### src/rtl/contador_pulsador.sv
// contador_pulsador
//   Debounces two raw active-low push-buttons (up/down) and keeps a 4-bit
//   count. The count is presented as individual bits for the downstream
//   7-segment decoder. The block also has a synchronous load path and a
//   one-cycle wrap pulse.
//
// Ports:
//   clk        system clock; all logic updates on its rising edge
//   rst_n      synchronous active-low reset
//   btn_up_n   raw up button, active-low, asynchronous to clk, bouncy
//   btn_down_n raw down button, active-low, asynchronous to clk, bouncy
//   load_en    synchronous load strobe, active-high, highest priority
//   load_val   value taken by the count when load_en = 1
//   A, B, C, D count[3] (MSB) .. count[0] (LSB), straight from the register
//   wrap       one-cycle pulse on 15->0 (up) or 0->15 (down)
//
// Build option:
//   CONTADOR_SAT_EN  when defined, the count saturates at 0 and 15 instead
//                    of wrapping, and wrap is held at 0.

// Debounce FSM for one synchronized, active-high press signal. It issues a
// single registered step pulse for each press that stays stable for
// DEBOUNCE_CYCLES samples. A release must also stay stable for
// DEBOUNCE_CYCLES samples before the next press can be accepted.
module contador_pulsador_debounce #(
  parameter int unsigned DEBOUNCE_CYCLES = 500000
) (
  input  logic clk,
  input  logic rst_n,
  input  logic press_s,
  output logic step
);

  localparam int unsigned CW = $clog2(DEBOUNCE_CYCLES);
  localparam logic [CW-1:0] CNT_LAST = CW'(DEBOUNCE_CYCLES - 1);

  typedef enum logic [1:0] {
    IDLE,
    WAIT_PRESS,
    HELD,
    WAIT_RELEASE
  } state_t;

  state_t        state;
  logic [CW-1:0] cnt;

  always_ff @(posedge clk) begin
    if (!rst_n) begin
      state <= IDLE;
      cnt   <= '0;
      step  <= 1'b0;
    end else begin
      step <= 1'b0;
      unique case (state)
        IDLE: begin
          if (press_s) begin
            state <= WAIT_PRESS;
            cnt   <= CW'(1);
          end
        end
        WAIT_PRESS: begin
          if (!press_s) begin
            state <= IDLE;
          end else if (cnt == CNT_LAST) begin
            state <= HELD;
            step  <= 1'b1;
          end else begin
            cnt <= cnt + 1'b1;
          end
        end
        HELD: begin
          if (!press_s) begin
            state <= WAIT_RELEASE;
            cnt   <= CW'(1);
          end
        end
        WAIT_RELEASE: begin
          if (press_s) begin
            state <= HELD;
          end else if (cnt == CNT_LAST) begin
            state <= IDLE;
          end else begin
            cnt <= cnt + 1'b1;
          end
        end
        default: state <= IDLE;
      endcase
    end
  end

endmodule

module contador_pulsador #(
  parameter int unsigned DEBOUNCE_CYCLES = 500000
) (
  input  logic       clk,
  input  logic       rst_n,
  input  logic       btn_up_n,
  input  logic       btn_down_n,
  input  logic       load_en,
  input  logic [3:0] load_val,
  output logic       A,
  output logic       B,
  output logic       C,
  output logic       D,
  output logic       wrap
);

  // Two-flop synchronizers. They reset to 1, which means "released".
  logic [1:0] sync_up;
  logic [1:0] sync_down;
  logic       press_up;
  logic       press_down;
  logic       step_up;
  logic       step_down;
  logic [3:0] count;

  always_ff @(posedge clk) begin
    if (!rst_n) begin
      sync_up   <= '1;
      sync_down <= '1;
    end else begin
      sync_up   <= {sync_up[0], btn_up_n};
      sync_down <= {sync_down[0], btn_down_n};
    end
  end

  assign press_up   = ~sync_up[1];
  assign press_down = ~sync_down[1];

  contador_pulsador_debounce #(
    .DEBOUNCE_CYCLES(DEBOUNCE_CYCLES)
  ) u_deb_up (
    .clk    (clk),
    .rst_n  (rst_n),
    .press_s(press_up),
    .step   (step_up)
  );

  contador_pulsador_debounce #(
    .DEBOUNCE_CYCLES(DEBOUNCE_CYCLES)
  ) u_deb_down (
    .clk    (clk),
    .rst_n  (rst_n),
    .press_s(press_down),
    .step   (step_down)
  );

  // Priority order: load, then simultaneous up+down (cancel), then up, then down.
  always_ff @(posedge clk) begin
    if (!rst_n) begin
      count <= '0;
      wrap  <= 1'b0;
    end else begin
      wrap <= 1'b0;
      if (load_en) begin
        count <= load_val;
      end else if (step_up && step_down) begin
        count <= count;
      end else if (step_up) begin
`ifdef CONTADOR_SAT_EN
        if (count != 4'hF) count <= count + 1'b1;
`else
        count <= count + 1'b1;
        wrap  <= (count == 4'hF);
`endif
      end else if (step_down) begin
`ifdef CONTADOR_SAT_EN
        if (count != 4'h0) count <= count - 1'b1;
`else
        count <= count - 1'b1;
        wrap  <= (count == 4'h0);
`endif
      end
    end
  end

  assign A = count[3];
  assign B = count[2];
  assign C = count[1];
  assign D = count[0];

endmodule

### config.mk
export PLATFORM = sky130hd
export DESIGN_NAME = contador_pulsador
export DESIGN_NICKNAME = d
export VERILOG_FILES = /design/src/rtl/contador_pulsador.sv
export SDC_FILE = /design/constraint.sdc
export NUM_CORES = 1
export LEC_CHECK = 0
export CAP_MARGIN = 30
export CORE_MARGIN = 5
export CORE_UTILIZATION = 50
export DETAILED_ROUTE_END_ITERATION = 10
export HOLD_SLACK_MARGIN = 0.06
export PLACE_DENSITY_LB_ADDON = 0.25
export SKIP_CTS_REPAIR_TIMING = 1
export SYNTH_ARGS = -nofsm -noshare
export SYNTH_HDL_FRONTEND = slang
export SYNTH_SLANG_ARGS = --single-unit
### constraint.sdc
create_clock -name clk -period 2.8 [get_ports clk]
set_clock_uncertainty 0.1 [all_clocks]
set_input_delay 0.56 -clock clk [delete_from_list [all_inputs] [get_ports clk]]
set_output_delay 0.56 -clock clk [all_outputs]
set_load 0.01 [all_outputs]
==> Word-level counts from Yosys, hierarchy flattened <==
Index checks and enable logic that the tools add are counted.
{ "totals": {"ramBits": 0, "out_inout_bits": 5, "input_bits": 9, "mem_bits_ro": 0, "register_bits": 53, "latchBits": 0, "memories": 0} }
{ "op_classes": {"n_eq_ne": 22, "magnitude_cmp": 0, "add_sub_neg": 4, "mux": 34, "n_div": 0, "reduce_logical": 13, "shifts": 0, "mul": 0, "bitwise": 3} }
{ "ops": {"columns": ["op", "n"], "rows": [
  ["$mux 19", 10],
  ["$pmux 19 s4", 2],
  ["$add 19x1->19 const B", 2],
  ["$eq 19x19->1 const B", 2],
  ["$mux 2", 12],
  ["$ne 2x2->1 const B", 9],
  ["$mux 4", 4],
  ["$pmux 2 s4", 2],
  ["$reduce_and 4->1", 4],
  ["$ne 3x2->1 const B", 4],
  ["$reduce_or 3->1", 3],
  ["$eq 2x2->1 const B", 4],
  ["$add 4x1->4 const B", 1],
  ["$eq 2x1->1 const B", 2],
  ["$eq 4x4->1 const B", 1],
  ["$logic_not 2->1", 2],
  ["$logic_not 4->1", 1],
  ["$mux 1", 4],
  ["$sub 4x1->4 const B", 1],
  ["$not 1->1", 3],
  ["$reduce_bool 3->1", 1],
  ["$reduce_and 2->1", 1],
  ["$logic_and 1x1->1", 1]
]} }

==> Logic depth before layout (Yosys ltp) <==
{ "depth": {"word_depth": 5, "mapped_depth": 9, "depth_no_buf": 7} }

==> Modules after synthesis <==
A second synthesis with hierarchy kept.
{ "hier_totals": {"hier_cells": 342, "hier_area_um2": 2892.8} }
{ "modules_own_cells": {"columns": ["module", "area_each_um2", "instances", "seq_area_each_um2", "cells_per_inst"], "rows": [
  ["contador_pulsador_debounce", 1208.7, 2, 440.4, 146],
  ["contador_pulsador", 475.5, 1, 180.2, 50]
]} }

==> Worst setup path before layout <==
Ideal clock, no wire load.
{ "synth_path": {"path_kind": "register to register", "start": "reg u_deb_down.cnt[0]", "end": "reg u_deb_down.cnt[16]", "stages_incl_launch_ff": 10, "path_buffers": 3, "arrival_time_ps": 1866, "slack_ps": 760, "cell_sequence": "dfxtp_1 ha_1 and4_1 clkbuf_1 and2_1 a21boi_0 buf_4 buf_4 a21oi_1 a31oi_1"} }
{ "synth_via": {"elab_chain_len": 4, "elab_cells_between_ends": 6, "cone_classes": "add/sub (1); eq/ne (1); mux (4)"} }
{ "synth_rtl": {"columns": ["item", "line", "rtl"], "rows": [
  ["start: declaration", "45", "logic [CW-1:0] cnt;"],
  ["start signal: assignment", "68", "cnt <= cnt + 1'b1;"],
  ["start signal: assignment", "83", "cnt <= cnt + 1'b1;"],
  ["$add 19x1->19 or $eq 19x19->1 (tied branches)", null, null],
  ["$mux 19 (*)", "64, 80", null],
  ["$mux 19, on equally long branches", "78, 62", null],
  ["$pmux 19 s4 (*)", "54", "unique case (state)"]
]} }
Mark *: on every way between the ends. The rest lies on a longest branch, timed or not. The select of a mux whose other input is x is not followed.
A chain may end at the register's enable or synchronous reset.

==> Worst setup path in the final report <==
{ "layout_path": {"start": "reg u_deb_up.cnt[0]", "end": "reg u_deb_up.cnt[17]"} }
{ "layout_via": {"elab_chain_len": 4, "elab_cells_between_ends": 6, "cone_classes": "add/sub (1); eq/ne (1); mux (4)"} }
{ "layout_rtl": {"columns": ["item", "line"], "rows": [
  ["start: declaration", "45"],
  ["start signal: assignment", "68"],
  ["start signal: assignment", "83"],
  ["$add 19x1->19 or $eq 19x19->1 (tied branches)", null],
  ["$mux 19 (*)", "64, 80"],
  ["$mux 19, on equally long branches", "78, 62"],
  ["$pmux 19 s4 (*)", "54"]
]} }
Marks and branches as above.

==> impl_metrics.yaml <==
run_status:
  status: "completed"
finish:
  layout.nets: 363
  antennaDiodeCount: 0
  final_layout_size_suffix_gt1_share_pct: 6.30
  utilization_pct: 56.9
  area_growth_syn_to_layout_pct: 12.1
job:
  cap_viol_max_count: 0
setup_path:
  cp_num_buf_inv: 0
  crit_fanout: 7
  cp_data_arrival_time_ps: 2290
  cpPeakStageDelay_ps: 540
  cp-end-kind: "register"
  crit_chain: "ha_1 -> and3_1 -> nand2_1 -> or4_4 -> o22a_4 -> a31oi_1"
  path_class: "reg -> reg"
  critical-path-top-delay-family: "simple AND/OR/NAND/NOR gates"
  worstSetupStartpointType: "register"
  cp_slowest_cell: "or4_4"
  cp.required_ps: 2940
sta:
  hold_violations: 0
  tns_ps: 0
  post-route-period-util_pct: 77.1
  fin_ws_ps: 641
  period_needed_ps: 2160
  max_slew.worst_pin.slew_ps: 792
  fmax_mhz: 463
  timing.hold.ws_ps: 313
  max_slew_margin_pct: 46.8
  finalSetupViolations: 0
  rsz0062_at_grt: "false"
  slew_viol_final: 0
route:
  first_iter_violations: 159
  vias_per_cell: 5.87
  dr.pass1.iters: 4
  routed_wl_mm: 5.86
  drc_errors: 0
  routedWlPerCell_um: 13.9
  route.vias.total: 2473
  antenna_left: 0
die:
  io_pins: 14
  die_x_um: 84.3
  fp.dieH_um: 84.3
  num_rows: 27
  initial_utilization_pct: 50.7
  fp.dieArea_um2: 7110
  fp.coreArea_um2: 5440
pwr:
  pwr-share-seq_pct: 56.9
  p_clk_share_pct: 37.2
  combPwrFrac_pct: 6.0
  p_sw_mw: 0.293
  power_density_nw_per_um2: 438
  internal_power_mw: 1.06
  switching_share_pct: 21.6
  p_leak_nw: 1.07
  ir_drop_mv: 0.233
synthesis:
  ys.flop_type: "dfxtp_1"
  synth_area_leaders: "dfxtp_1, a21oi_1, nand3_1, nand2_1, a31oi_1"
  postSynthCellCount: 333
  synth_most_common_cell: "dfxtp_1"
  async_reset_ff_share_pct: 0
  synth_edf_count: 0
  yosys-top-cells-count: "dfxtp_1, a21oi_1, nand2_1"
  syn_avg_cell_area_um2: 8.29
  ys_seq_area_share_pct: 38.4
  ys_ff_latch: 53
  yosysWarnings: 0
  synth_top_area_share_pct: 38.4
  yosysTopAreaCell: "dfxtp_1"
  syn_area_um2: 2760
  syn-num-nets: 347
  synth_cell_type_count: 49
global_routing:
  grt_pass1_wl_mm: 10.3
  grt_pass1_vias: 2256
  gr-total-overflow: 0
  grt_use_total_pct: 17.2
  grt_antenna_before_repair: 0
  grt_max_degree: 31
clock_tree:
  clk_path_buf_depth: 2
  cts_tree: "built"
  cts_buffers: 5
  clk_pin_slew_ps: 90
  cts-root-buf: "clkbuf_8"
  h-tree-depth: 2
  clock_latency_ps: 300
  clock-sinks: 53
place:
  pre_cts_ws_ps: 510
  hpwl_mm: 4.23
  place_congestion: 0.823
  port-buffer-count: 13
hold_path:
  hold_class: "reg -> reg"
area by class of cell:
cell class	instances	area, µm²
fillers	500	2340
multi-input cells	260	1610
flip-flops and latches	53	1060
repair buffers	21	203
well taps	72	90.1
clock buffers	5	68.8
clock inverters	2	35.0
inverters	8	30.0
metal layers:
| layer | share of wire [%] | vias to the layer above | global-route usage (%) |
|---|---|---|---|
| li1 | - | 1287 | - |
| met1 | 50 | 1140 | 24.0 |
| met2 | 45 | 40 | 26.8 |
| met3 | 4.0 | 6 | 3.93 |
| met4 | 1.0 | 0 | 4.82 |
| met5 | 0 | - | 0 |
sequential cells by signal (all words and copies together), names as in the netlist, 2 cells and up, named ones only:
signal          flops
u_deb_down.cnt     19
u_deb_up.cnt       19
count               4
sync_down           2
sync_up             2
layout by cell type (no fill, tap or decap), types with 4 or more instances in the layout:
| cell | netlist | final |
|---|---|---|
| dfxtp_1 | 53 | 53 |
| inv_1 | 8 | 8 |
| ha_1 | 4 | 4 |
| nand2_1 | 28 | 28 |
| xnor2_1 | 4 | 4 |
| and2_1 | 5 | 5 |
| and4_1 | 10 | 10 |
| nand3_1 | 26 | 26 |
| nand2b_1 | 11 | 11 |
| nor3_1 | 4 | 4 |
| a22o_1 | 4 | 4 |
| o21ai_0 | 10 | 10 |
| a31oi_1 | 15 | 15 |
| nor4_1 | 7 | 7 |
| a21oi_1 | 34 | 33 |
| o211ai_1 | 4 | 4 |
| a211oi_1 | 4 | 4 |
| nor2_1 | 22 | 22 |
| and3_1 | 8 | 8 |
| clkbuf_8 | 0 | 5 |
| mux2i_1 | 6 | 6 |
| nand4_1 | 15 | 15 |
| clkdlybuf4s50_1 | 0 | 13 |
| buf_4 | 5 | 7 |
| a21o_1 | 5 | 5 |
cell families (layout without fill, tap and decap cells):
group,Yosys count,after routing,share of synthesized area [%]
AOI/OAI and AO/OA,91,91,21.1
xor gates and xnor gates,6,6,1.90
adders and majority gates,5,5,2.54
buffers and inverters,20,36,3.45
DFF,53,53,38.4
muxes,6,6,2.18
and+or+nand+nor,152,152,30.4
final timing paths:
kind / start / to / slack [ps] / depth (start not counted)
worst max-delay path: u_deb_up.cnt[0]$_SDFFE_PN0P_ / u_deb_up.cnt[17]$_SDFFE_PN0P_ / 640 / 6
worst min-delay path: sync_down[0]$_SDFF_PN1_ / sync_down[1]$_SDFF_PN1_ / 310 / 1
worst max register to register: u_deb_up.cnt[0]$_SDFFE_PN0P_ / u_deb_up.cnt[17]$_SDFFE_PN0P_ / 640 / 6
worst min register to register: sync_down[0]$_SDFF_PN1_ / sync_down[1]$_SDFF_PN1_ / 310 / 1
power by group through the flow:
stage | sequential, mW | clock [mW] | combinational (mW)
2_1_floorplan | 0.788 | 0 | 0.0472
3_3_place_gp | 0.789 | 0 | 0.0805
5_1_grt | 0.773 | 0.557 | 0.0908
3_5_place_dp | 0.789 | 0 | 0.0812
6_report | 0.771 | 0.504 | 0.0812
4_1_cts | 0.771 | 0.520 | 0.0820
stage by stage:
stage                     instance area, µm²  total power, mW  cells
final                                   3100             1.36    421
after global routing                    3100             1.42    421
after CTS                               3100             1.37    421
after detailed placement                2990            0.870    414
after global placement                  2990            0.869    414
after floorplan                         2760            0.835    333
Power figures use the tool's default switching activity.
